--- config.mk ---
export PLATFORM = sky130hd
export DESIGN_NAME = led_status_ctrl
export DESIGN_NICKNAME = d
export VERILOG_FILES = /design/src/rtl/led_status_ctrl.sv
export SDC_FILE = /design/constraint.sdc
export NUM_CORES = 1
export LEC_CHECK = 0
export BUFFER_PORTS_ARGS = -buffer_cell sky130_fd_sc_hd__clkbuf_2
export CORE_MARGIN = 1
export CORE_UTILIZATION = 64
export CTS_CLUSTER_SIZE = 28
export DETAILED_ROUTE_END_ITERATION = 8
export PLACE_DENSITY = 0.84
export SLEW_MARGIN = 20
export SYNTH_ARGS = -nofsm -noshare
export SYNTH_HDL_FRONTEND = slang
export SYNTH_SLANG_ARGS = --single-unit
--- constraint.sdc ---
create_clock -name clk -period 5.8 [get_ports clk]
set_input_delay 0.58 -clock clk [delete_from_list [all_inputs] [get_ports clk]]
set_output_delay 0.58 -clock clk [all_outputs]
set_load 0.005 [all_outputs]
--- src/rtl/led_status_ctrl.sv ---
// rtl/led_status_ctrl.sv - SRAM test status LED sequencer; LED_STATUS_HEARTBEAT_EN selects heartbeat on led_3
module led_status_ctrl #(
    parameter int TICK_DIV      = 25000000,
    parameter int TICK_W        = 25,
    parameter int TIMEOUT_TICKS = 20,
    parameter int TO_W          = 8
) (
    input  logic       clk,
    input  logic       rst,
    input  logic       test_start,
    input  logic       test_done,
    input  logic       test_pass,
    input  logic       err_pulse,
    input  logic       clr,
    output logic       led_0,
    output logic       led_1,
    output logic       led_2,
    output logic       led_3,
    output logic [1:0] state,
    output logic       timeout
);

    localparam logic [1:0] S_IDLE = 2'd0;
    localparam logic [1:0] S_RUN  = 2'd1;
    localparam logic [1:0] S_PASS = 2'd2;
    localparam logic [1:0] S_FAIL = 2'd3;

    localparam logic [TICK_W-1:0] TICK_LAST = TICK_W'(TICK_DIV - 1);
    localparam logic [TO_W-1:0]   TO_LAST   = TO_W'(TIMEOUT_TICKS - 1);

    logic [TICK_W-1:0] pre_cnt;
    logic              tick;
    logic              phase;
    logic [TO_W-1:0]   to_cnt;
    logic              err_seen;
    logic [3:0]        led_nxt;

    assign tick = (pre_cnt == TICK_LAST);

    // Free-running blink prescaler; phase flips once per tick, independent of the FSM.
    always_ff @(posedge clk or posedge rst) begin
        if (rst) begin
            pre_cnt <= '0;
            phase   <= 1'b0;
        end else if (tick) begin
            pre_cnt <= '0;
            phase   <= ~phase;
        end else begin
            pre_cnt <= pre_cnt + 1'b1;
        end
    end

    // Run tracker: start beats clr beats done beats timeout expiry.
    always_ff @(posedge clk or posedge rst) begin
        if (rst) begin
            state    <= S_IDLE;
            err_seen <= 1'b0;
            timeout  <= 1'b0;
            to_cnt   <= '0;
        end else if (test_start) begin
            state    <= S_RUN;
            err_seen <= 1'b0;
            timeout  <= 1'b0;
            to_cnt   <= '0;
        end else if (clr) begin
            state    <= S_IDLE;
            err_seen <= 1'b0;
            timeout  <= 1'b0;
        end else if (state == S_RUN) begin
            if (err_pulse) begin
                err_seen <= 1'b1;
            end
            if (tick) begin
                to_cnt <= to_cnt + 1'b1;
            end
            // A miscompare in the same cycle as done still spoils the verdict.
            if (test_done) begin
                state <= (test_pass && !err_seen && !err_pulse) ? S_PASS : S_FAIL;
            end else if (tick && (to_cnt == TO_LAST)) begin
                state   <= S_FAIL;
                timeout <= 1'b1;
            end
        end
    end

    // LED pattern for the current state, registered below.
    always_comb begin
        led_nxt = 4'b0000;
        case (state)
            S_RUN: begin
                led_nxt[0] = phase;
                led_nxt[2] = err_seen;
            end
            S_PASS:  led_nxt[1] = 1'b1;
            S_FAIL:  led_nxt[2] = phase;
            default: led_nxt = 4'b0000;
        endcase
`ifdef LED_STATUS_HEARTBEAT_EN
        led_nxt[3] = ((state == S_FAIL) && timeout) ? 1'b1 : phase;
`else
        led_nxt[3] = timeout;
`endif
    end

    // Registered LED drivers, one cycle behind the state register.
    always_ff @(posedge clk or posedge rst) begin
        if (rst) begin
            {led_3, led_2, led_1, led_0} <= 4'b0000;
        end else begin
            {led_3, led_2, led_1, led_0} <= led_nxt;
        end
    end

endmodule

# Word-level counts from Yosys, hierarchy flattened
# Cells that the tools add are included.
# op_classes
mux	23
eq_ne	7
bitwise	1
n_reduce_logical	15
addsub	2
# ops
operator	count
$mux 8	4
$add 25x1->25 const B	1
$eq 25x25->1 const B	1
$mux 25	1
$mux 1	12
$mux 2	5
$reduce_bool 3->1	3
$add 8x1->8 const B	1
$eq 8x5->1 const B	1
$reduce_and 3->1	2
$eq 2x2->1 const B	2
$reduce_and 2->1	2
$reduce_bool 2->1	2
$reduce_bool 4->1	1
$logic_and 1x1->1	3
$ne 3x2->1 const B	1
$eq 2x1->1 const B	1
$logic_not 1->1	2
$ne 2x2->1 const B	1
$pmux 1 s2	1
$not 1->1	1
# totals
inputBits	7
out_inout_bits	7
word_cells	58
ff_bits	42

# Longest topological paths before layout
# Gate-level depths: netlist of the first run.
# depth
word_depth	8
depth_mapped	7
depth_no_buf	5

# Worst setup path before layout of the first run
# OpenSTA, ideal clock, no wires.
# synth_path
path_kind	flip-flop to flip-flop
from	register pre_cnt[0]
to	register pre_cnt[24]
path_slack_ns	3.996
required_time_ns	5.723
setup_ns	0.077
n_path_buf	0
t_arrival_ns	1.726
path_stages_with_launch	6
period_less_slack_ns	1.804
cell_sequence	dfrtp_1 -> ha_1 -> nand3_4 -> or3_4 -> or4_1 -> a21oi_1
# synth_between
elab_chain_cells	2
elab_cells_between_ends	3
cone_classes	add/sub (1); eq/ne (1); mux (1)
# synth_lines
element	line_no	text
start, declared	31	logic [TICK_W-1:0] pre_cnt;
start signal, assigned	49	pre_cnt <= pre_cnt + 1'b1;
$add 25x1->25 or $eq 25x25->1 (tied branches)	49, 38	
$mux 25 *	45	end else if (tick) begin
# Every way passes the cells marked *; elsewhere a longest branch is shown, timed or not.
# A chain may end at the register's enable or synchronous reset.

# Final worst setup path of the first run
# layout_path
from	register pre_cnt[7]
to	register phase
# layout_between
elab_chain_cells	1
# layout_lines
element	line_no	text
$eq 25x25->1	38	assign tick = (pre_cnt == TICK_LAST);
end signal, assigned	47	phase <= ~phase;
end, declared	33	logic phase;
# No other way between the ends.

==> results of run 1 <==
==> stage by stage <==
stage	std cells	total power, mW	utilization	hold WS, ns	instance area (um^2)
floorplan	203	0.3119	-	0.3964	2116
global placement	255	0.3181	0.7113	0.3820	2207
detailed placement	255	0.3190	0.7113	0.4116	2207
CTS	263	0.4659	0.7319	0.3350	2271
global route	263	0.4799	0.7319	0.3617	2271
finish	263	0.4648	0.7319	0.3072	2271
==> metal layers <==
| layer | up-vias | GRT usage | wire length, um |
|---|---|---|---|
| met3 | 7 | 0.05022 | 153 |
| met5 | - | 0 | 0 |
| met1 | 812 | 0.3118 | 1766 |
| met2 | 48 | 0.4639 | 2105 |
| li1 | 777 | - | - |
| met4 | 0 | 0.09302 | 42 |
==> layout make-up <==
class	count	area, um^2	share of cell area
sequential	42	1051	0.4628
multi-input combinational	149	1006	0.4430
timing repair buffer	14	72.57	0.03196
tap	44	55.05	0.02424
clock buffer	6	51.30	0.02259
inverter	6	22.52	0.009917
clock inverter	2	12.51	0.005510
==> final timing paths <==
path | cells past startpoint | slack, ns | to | start
min in group clk | 0 | 0.44 | led_3 | timeout
worst max-delay path | 4 | 3.13 | phase | pre_cnt[7]
worst min register to register | 0 | 0.44 | led_3 | timeout
worst max register to register | 4 | 3.13 | phase | pre_cnt[7]
max in group asynchronous | 3 | 5.11 | pre_cnt[15] | rst
worst min-delay path | 3 | 0.31 | pre_cnt[5] | rst
==> power by group <==
group / internal [mW] / switching, mW
clock: 0.0584 / 0.0933
combinational: 0.00560 / 0.0109
sequential: 0.294 / 0.00239
total: 0.358 / 0.107
==> worst max-delay path, stage by stage (launching register included) <==
cell     delay, ns
dfrtp_1       0.45
nor4b_2       0.31
nand4_1       0.66
nor2_1        0.98
xor2_1        0.13
==> cells by family after synthesis <==
kind of cell	count (synthesis)	share of synthesized area
AO/OA/AOI/OAI	28	0.08161
adder cells (fa/ha/maj)	2	0.01183
multiplexers	6	0.02898
AND/OR/NAND/NOR	96	0.2827
buffers and inverters	12	0.02780
flip-flops	42	0.4967
XOR/XNOR	17	0.07037
==> cell usage in the layout, fill, tap and decap left out, types with 6 or more instances in the layout <==
cell type	count
dfrtp_1	42
nand3_1	16
nor2_1	15
clkbuf_2	13
xnor2_1	11
a21oi_1	9
nand4_1	8
and3_1	8
nand2_1	8
nor3_1	7
o21ai_0	7
o31ai_1	6
or4_1	6
inv_1	6
xor2_1	6
==> flow_summary_export.csv, run 1 <==
group,metric,value,unit
global_route,grt_max_degree,43,
logic_synthesis,synth-edff-count,0,
worst_setup_path,cp_max_fo,22,
timing,tns,0,ns
logic_synthesis,synthArstFlopShare,1.000,
place,dpl.hpwl,2886,um
global_route,overflow,0,
timing,rsz0062_at_grt,"no",
timing,tightest_slew,0.9286,ns
final_layout,largest_register_ffs,25,
detailed_routing,postRouteAntennaNets,0,
place,dp_slack,3.164,ns
floorplan,start_util,0.6819,
worst_setup_path,crit_type,"flip-flop to flip-flop",
worst_setup_path,worstSetupEndpointType,"flip-flop",
timing,timing.final.crit_period,2.669,ns
detailed_routing,wl_per_cell,15.46,um
logic_synthesis,synthTopCellsByArea,"dfrtp_1 (50%), xnor2_1 (4.6%), nand3_1 (3.8%)",
place,gp_congestion,0.7675,
final_layout,top_regs,"pre_cnt (25), to_cnt (8), state (2)",
logic_synthesis,seq_area_frac_synth,0.4967,
power_and_ir_drop,p_leak,0.9934,nW
timing,timing.slew.headroom,0.3786,
logic_synthesis,yosysMostFrequentCell,"dfrtp_1",
logic_synthesis,yosys_warnings,0,
global_route,grt_pass1_wl,6900,um
final_layout,final.fill_count,238,
timing,setup_ws,3.131,ns
clock_tree,cts_inserted_buffers,5,
final_layout,synthToLayoutAreaGrowth,7.333,%
clock_tree,root_buffer,"clkbuf_4",
final_layout,final_nets,227,
timing,setup-violations-final,0,
detailed_routing,drtIter0Drc,194,
worst_setup_path,crit_arrival,2.88,ns
logic_synthesis,synth_top_area_share,0.4967,
floorplan,pin_count,14,
logic_synthesis,ys_top_cells_by_count,"dfrtp_1 (42), nand3_1 (16), nor2_1 (15), xnor2_1 (11), a21oi_1 (9)",
detailed_routing,vias,1644,
final_layout,layout-drive-gt1-share,0.1461,
floorplan,core-area,3103,um^2
global_route,grt.total_usage,0.2602,
logic_synthesis,syn_nets,212,
floorplan,die_w,59.50,um
global_route,antenna_found_initial,0,
clock_tree,clockBufferDepth,2,
clock_tree,cts_tree,"built",
global_route,grt_pass1_vias,1611,
worst_setup_path,start_kind,"flip-flop",
clock_tree,post_cts_buffers,0,
power_and_ir_drop,vdd_drop_max,0.1157,mV
logic_synthesis,synthFlopType,"dfrtp_1",
logic_synthesis,syn_avg_cell_area,10.42,um^2
clock_tree,hold_buffers,0,
timing,skew,0.02249,ns
power_and_ir_drop,power_density,204.7,nW/um^2
logic_synthesis,netlist_area,2116,um^2
place,io_buffers,13,
outcome,status,"completed",
detailed_routing,route.final.wire_length,4067,um
logic_synthesis,synth_top_area_cell,"dfrtp_1",
logic_synthesis,syn_inst,203,
worst_setup_path,required,6.01,ns
timing,hold_viol_final,0,
detailed_routing,vias_per_cell,6.251,
floorplan,chipHeight,59.50,um
clock_tree,h-tree-depth,2,
floorplan,die_area,3540,um^2
logic_synthesis,synth_cell_types,40,
timing,fin_crit_sh,0.4602,
floorplan,rows,20,
final_layout,largest-register,"pre_cnt",
clock_tree,cts_sinks,42,
timing,slew_violations,0,
clock_tree,ctsResizeCount,0,
hold_path,hold_path.class,"primary input to asynchronous set/reset pin",
final_layout,diodes,0,
run,maxCapViolations,0,
logic_synthesis,ys_seq_elements,42,
timing,fmax,374.6,MHz
detailed_routing,first_pass_iters,4,
clock_tree,path_clk_slew,0.13,ns
clock_tree,clk_latency,0.35,ns
detailed_routing,drc,0,
Note: power is estimated with default switching activity, not from simulation.
==> run 2: changes to the inputs <==
--- a/config.mk
+++ b/config.mk
@@ -7,10 +7,10 @@
 export LEC_CHECK = 0
 export BUFFER_PORTS_ARGS = -buffer_cell sky130_fd_sc_hd__clkbuf_2
 export CORE_MARGIN = 1
-export CORE_UTILIZATION = 64
+export CORE_UTILIZATION = 54
 export CTS_CLUSTER_SIZE = 28
 export DETAILED_ROUTE_END_ITERATION = 8
-export PLACE_DENSITY = 0.84
+export PLACE_DENSITY = 0.75
 export SLEW_MARGIN = 20
 export SYNTH_ARGS = -nofsm -noshare
 export SYNTH_HDL_FRONTEND = slang
==> constraint.sdc (replaced) <==
create_clock -name clk -period 2.3 [get_ports clk]
set_input_delay 0.23 -clock clk [delete_from_list [all_inputs] [get_ports clk]]
set_output_delay 0.23 -clock clk [all_outputs]
set_load 0.005 [all_outputs]
==> flow_summary_export.csv, run 2 (synthesis gave the netlist of run 1 again) <==
group,metric,value,unit
outcome,status,"completed",
final_layout,final.fill_count,330,
place,dpl_cell_area,2235,um^2
worst_setup_path,r2r_start,"pre_cnt[0]",
floorplan,core-area,3716,um^2
timing,setup-violations-final,0,
final_layout,ff_latch_area,1051,um^2
global_route,grt_max_degree,43,
clock_tree,cts_sinks,42,
clock_tree,root_buffer,"clkbuf_8",
place,dpl.hpwl,2941,um
final_layout,final_area,2347,um^2
detailed_routing,drtIter0Drc,195,
final_layout,final_common_cell,"dfrtp_1",
floorplan,start_util,0.5694,
final_layout,final_nets,230,
timing,tns,0,ns
power_and_ir_drop,p_leak,1.030,nW
final_layout,synthToLayoutAreaGrowth,10.94,%
clock_tree,post_cts_buffers,0,
detailed_routing,vias_per_cell,5.974,
global_route,grt_pass1_wl,7217,um
worst_setup_path,critPathLaunch,"pre_cnt[0]",
final_layout,multi_input_area,1006,um^2
final_layout,most-common-layout-cells,"dfrtp_1 (42), nand3_1 (16), nor2_1 (15)",
timing,slew_violations,0,
clock_tree,hold_buffers,0,
detailed_routing,drc,0,
place,dp_slack,0.3695,ns
place,gp_congestion,0.8089,
timing,fmax,517.7,MHz
timing,hold_slack,0.04638,ns
worst_setup_path,slowest_delay,0.54,ns
worst_setup_path,r2r-end,"to_cnt[3]",
detailed_routing,postRouteAntennaNets,0,
floorplan,die_area,4173,um^2
hold_path,hold_path.class,"primary input to asynchronous set/reset pin",
clock_tree,clockBufferDepth,2,
worst_setup_path,cp-endpoint,"to_cnt[3]",
final_layout,largest_register_ffs,25,
final_layout,top_regs,"pre_cnt (25), to_cnt (8), state (2)",
detailed_routing,first_pass_iters,6,
global_route,antenna_found_initial,0,
timing,timing.final.crit_period,1.932,ns
detailed_routing,route.final.wire_length,4156,um
worst_setup_path,cp_max_fo,8,
clock_tree,ctsResizeCount,0,
power_and_ir_drop,power_density,586.2,nW/um^2
worst_setup_path,start_kind,"flip-flop",
floorplan,pin_count,14,
global_route,overflow,0,
timing,hold_viol_final,0,
clock_tree,h-tree-depth,2,
worst_setup_path,worstPathCellList,"ha_1, and3_1, nand4_1, or4_1, a21oi_1",
floorplan,rows,22,
worst_setup_path,r2r_slack,0.37,ns
clock_tree,cts_inserted_buffers,5,
clock_tree,cts_tree,"built",
detailed_routing,wl_met3,111,um
final_layout,largest-register,"pre_cnt",
detailed_routing,vias,1607,
worst_setup_path,crit_path_top_delay_cell,"or4_1",
clock_tree,clk_latency,0.29,ns
timing,fin_crit_sh,0.8399,
power_and_ir_drop,vdd_drop_max,0.3745,mV
detailed_routing,wl_per_cell,15.45,um
timing,tightest_slew,0.6708,ns
timing,setup_ws,0.3682,ns
clock_tree,path_clk_slew,0.08,ns
detailed_routing,dr.max_layer_used,"met4",
floorplan,die_w,64.60,um
worst_setup_path,reg2reg_depth,5,
timing,timing.slew.headroom,0.5494,
floorplan,chipHeight,64.60,um
timing,rsz0062_at_grt,"no",
place,io_buffers,13,
worst_setup_path,worstSetupEndpointType,"flip-flop",
worst_setup_path,required,2.52,ns
final_layout,instances_no_fill,269,
final_layout,layout-drive-gt1-share,0.1538,
timing,skew,0.007540,ns
final_layout,diodes,0,
detailed_routing,met1_length,1748,um
detailed_routing,met2_length,2252,um
worst_setup_path,crit_arrival,2.15,ns
place,placed_cells,262,
global_route,grt_pass1_vias,1600,
global_route,grt.total_usage,0.2265,
run,maxCapViolations,0,
worst_setup_path,crit_type,"flip-flop to flip-flop",
[run 2: changes by cell type in the layout (fill, tap and decap cells not counted)]
cell / before / now
clkbuf_4: 5 / 0
clkbuf_8: 1 / 6
buf_4: 1 / 4
bufinv_16: 0 / 1
clkinv_2: 1 / 0
clkinvlp_4: 1 / 0
[run 2: worst min-delay path by stage]
stage / end / slack (ns) / cells after the start
after floorplan: err_seen / 0.30 / 1
after global placement: pre_cnt[5] / 0.36 / 3
after detailed placement: pre_cnt[3] / 0.37 / 3
after CTS: pre_cnt[7] / 0.06 / 3
after global routing: pre_cnt[7] / 0.09 / 3
final: to_cnt[7] / 0.05 / 3
[run 2: layer usage]
metal,up-vias,track usage
met5,-,0
met2,23,0.4053
met3,7,0.05282
met4,0,0.06389
met1,801,0.2700
li1,776,-
[run 2: power breakdown]
group	internal [mW]	switching, mW	total [mW]
sequential	0.741	0.00602	0.748
clock	0.347	0.240	0.587
combinational	0.0141	0.0272	0.0413
total	1.10	0.273	1.38
[run 2: final cells by class]
| class | count | share of cell area |
|---|---|---|
| repair buffers | 17 | 0.04051 |
| clock inverters | 1 | 0.01279 |
| clock buffers | 6 | 0.03518 |
| multi-input cells | 149 | 0.4286 |
| well taps | 48 | 0.02559 |
| inverters | 6 | 0.009595 |
| flip-flops and latches | 42 | 0.4478 |
[run 2: critical path: cells and delay by family (launching register included)]
family / cells / cell delay (ns)
DFF: 1 / 0.40
adders and majority gates: 1 / 0.26
AOI/OAI and AO/OA: 1 / 0.16
and+or+nand+nor: 3 / 1.05
[run 2: per-stage QoR]
| stage | total power [mW] | util |
|---|---|---|
| 6_report | 1.376 | 0.6317 |
| 5_1_grt | 1.425 | 0.6317 |
| 4_1_cts | 1.387 | 0.6317 |
| 3_5_place_dp | 0.8043 | 0.6013 |
| 3_3_place_gp | 0.8019 | 0.6013 |
| 2_1_floorplan | 0.7864 | - |
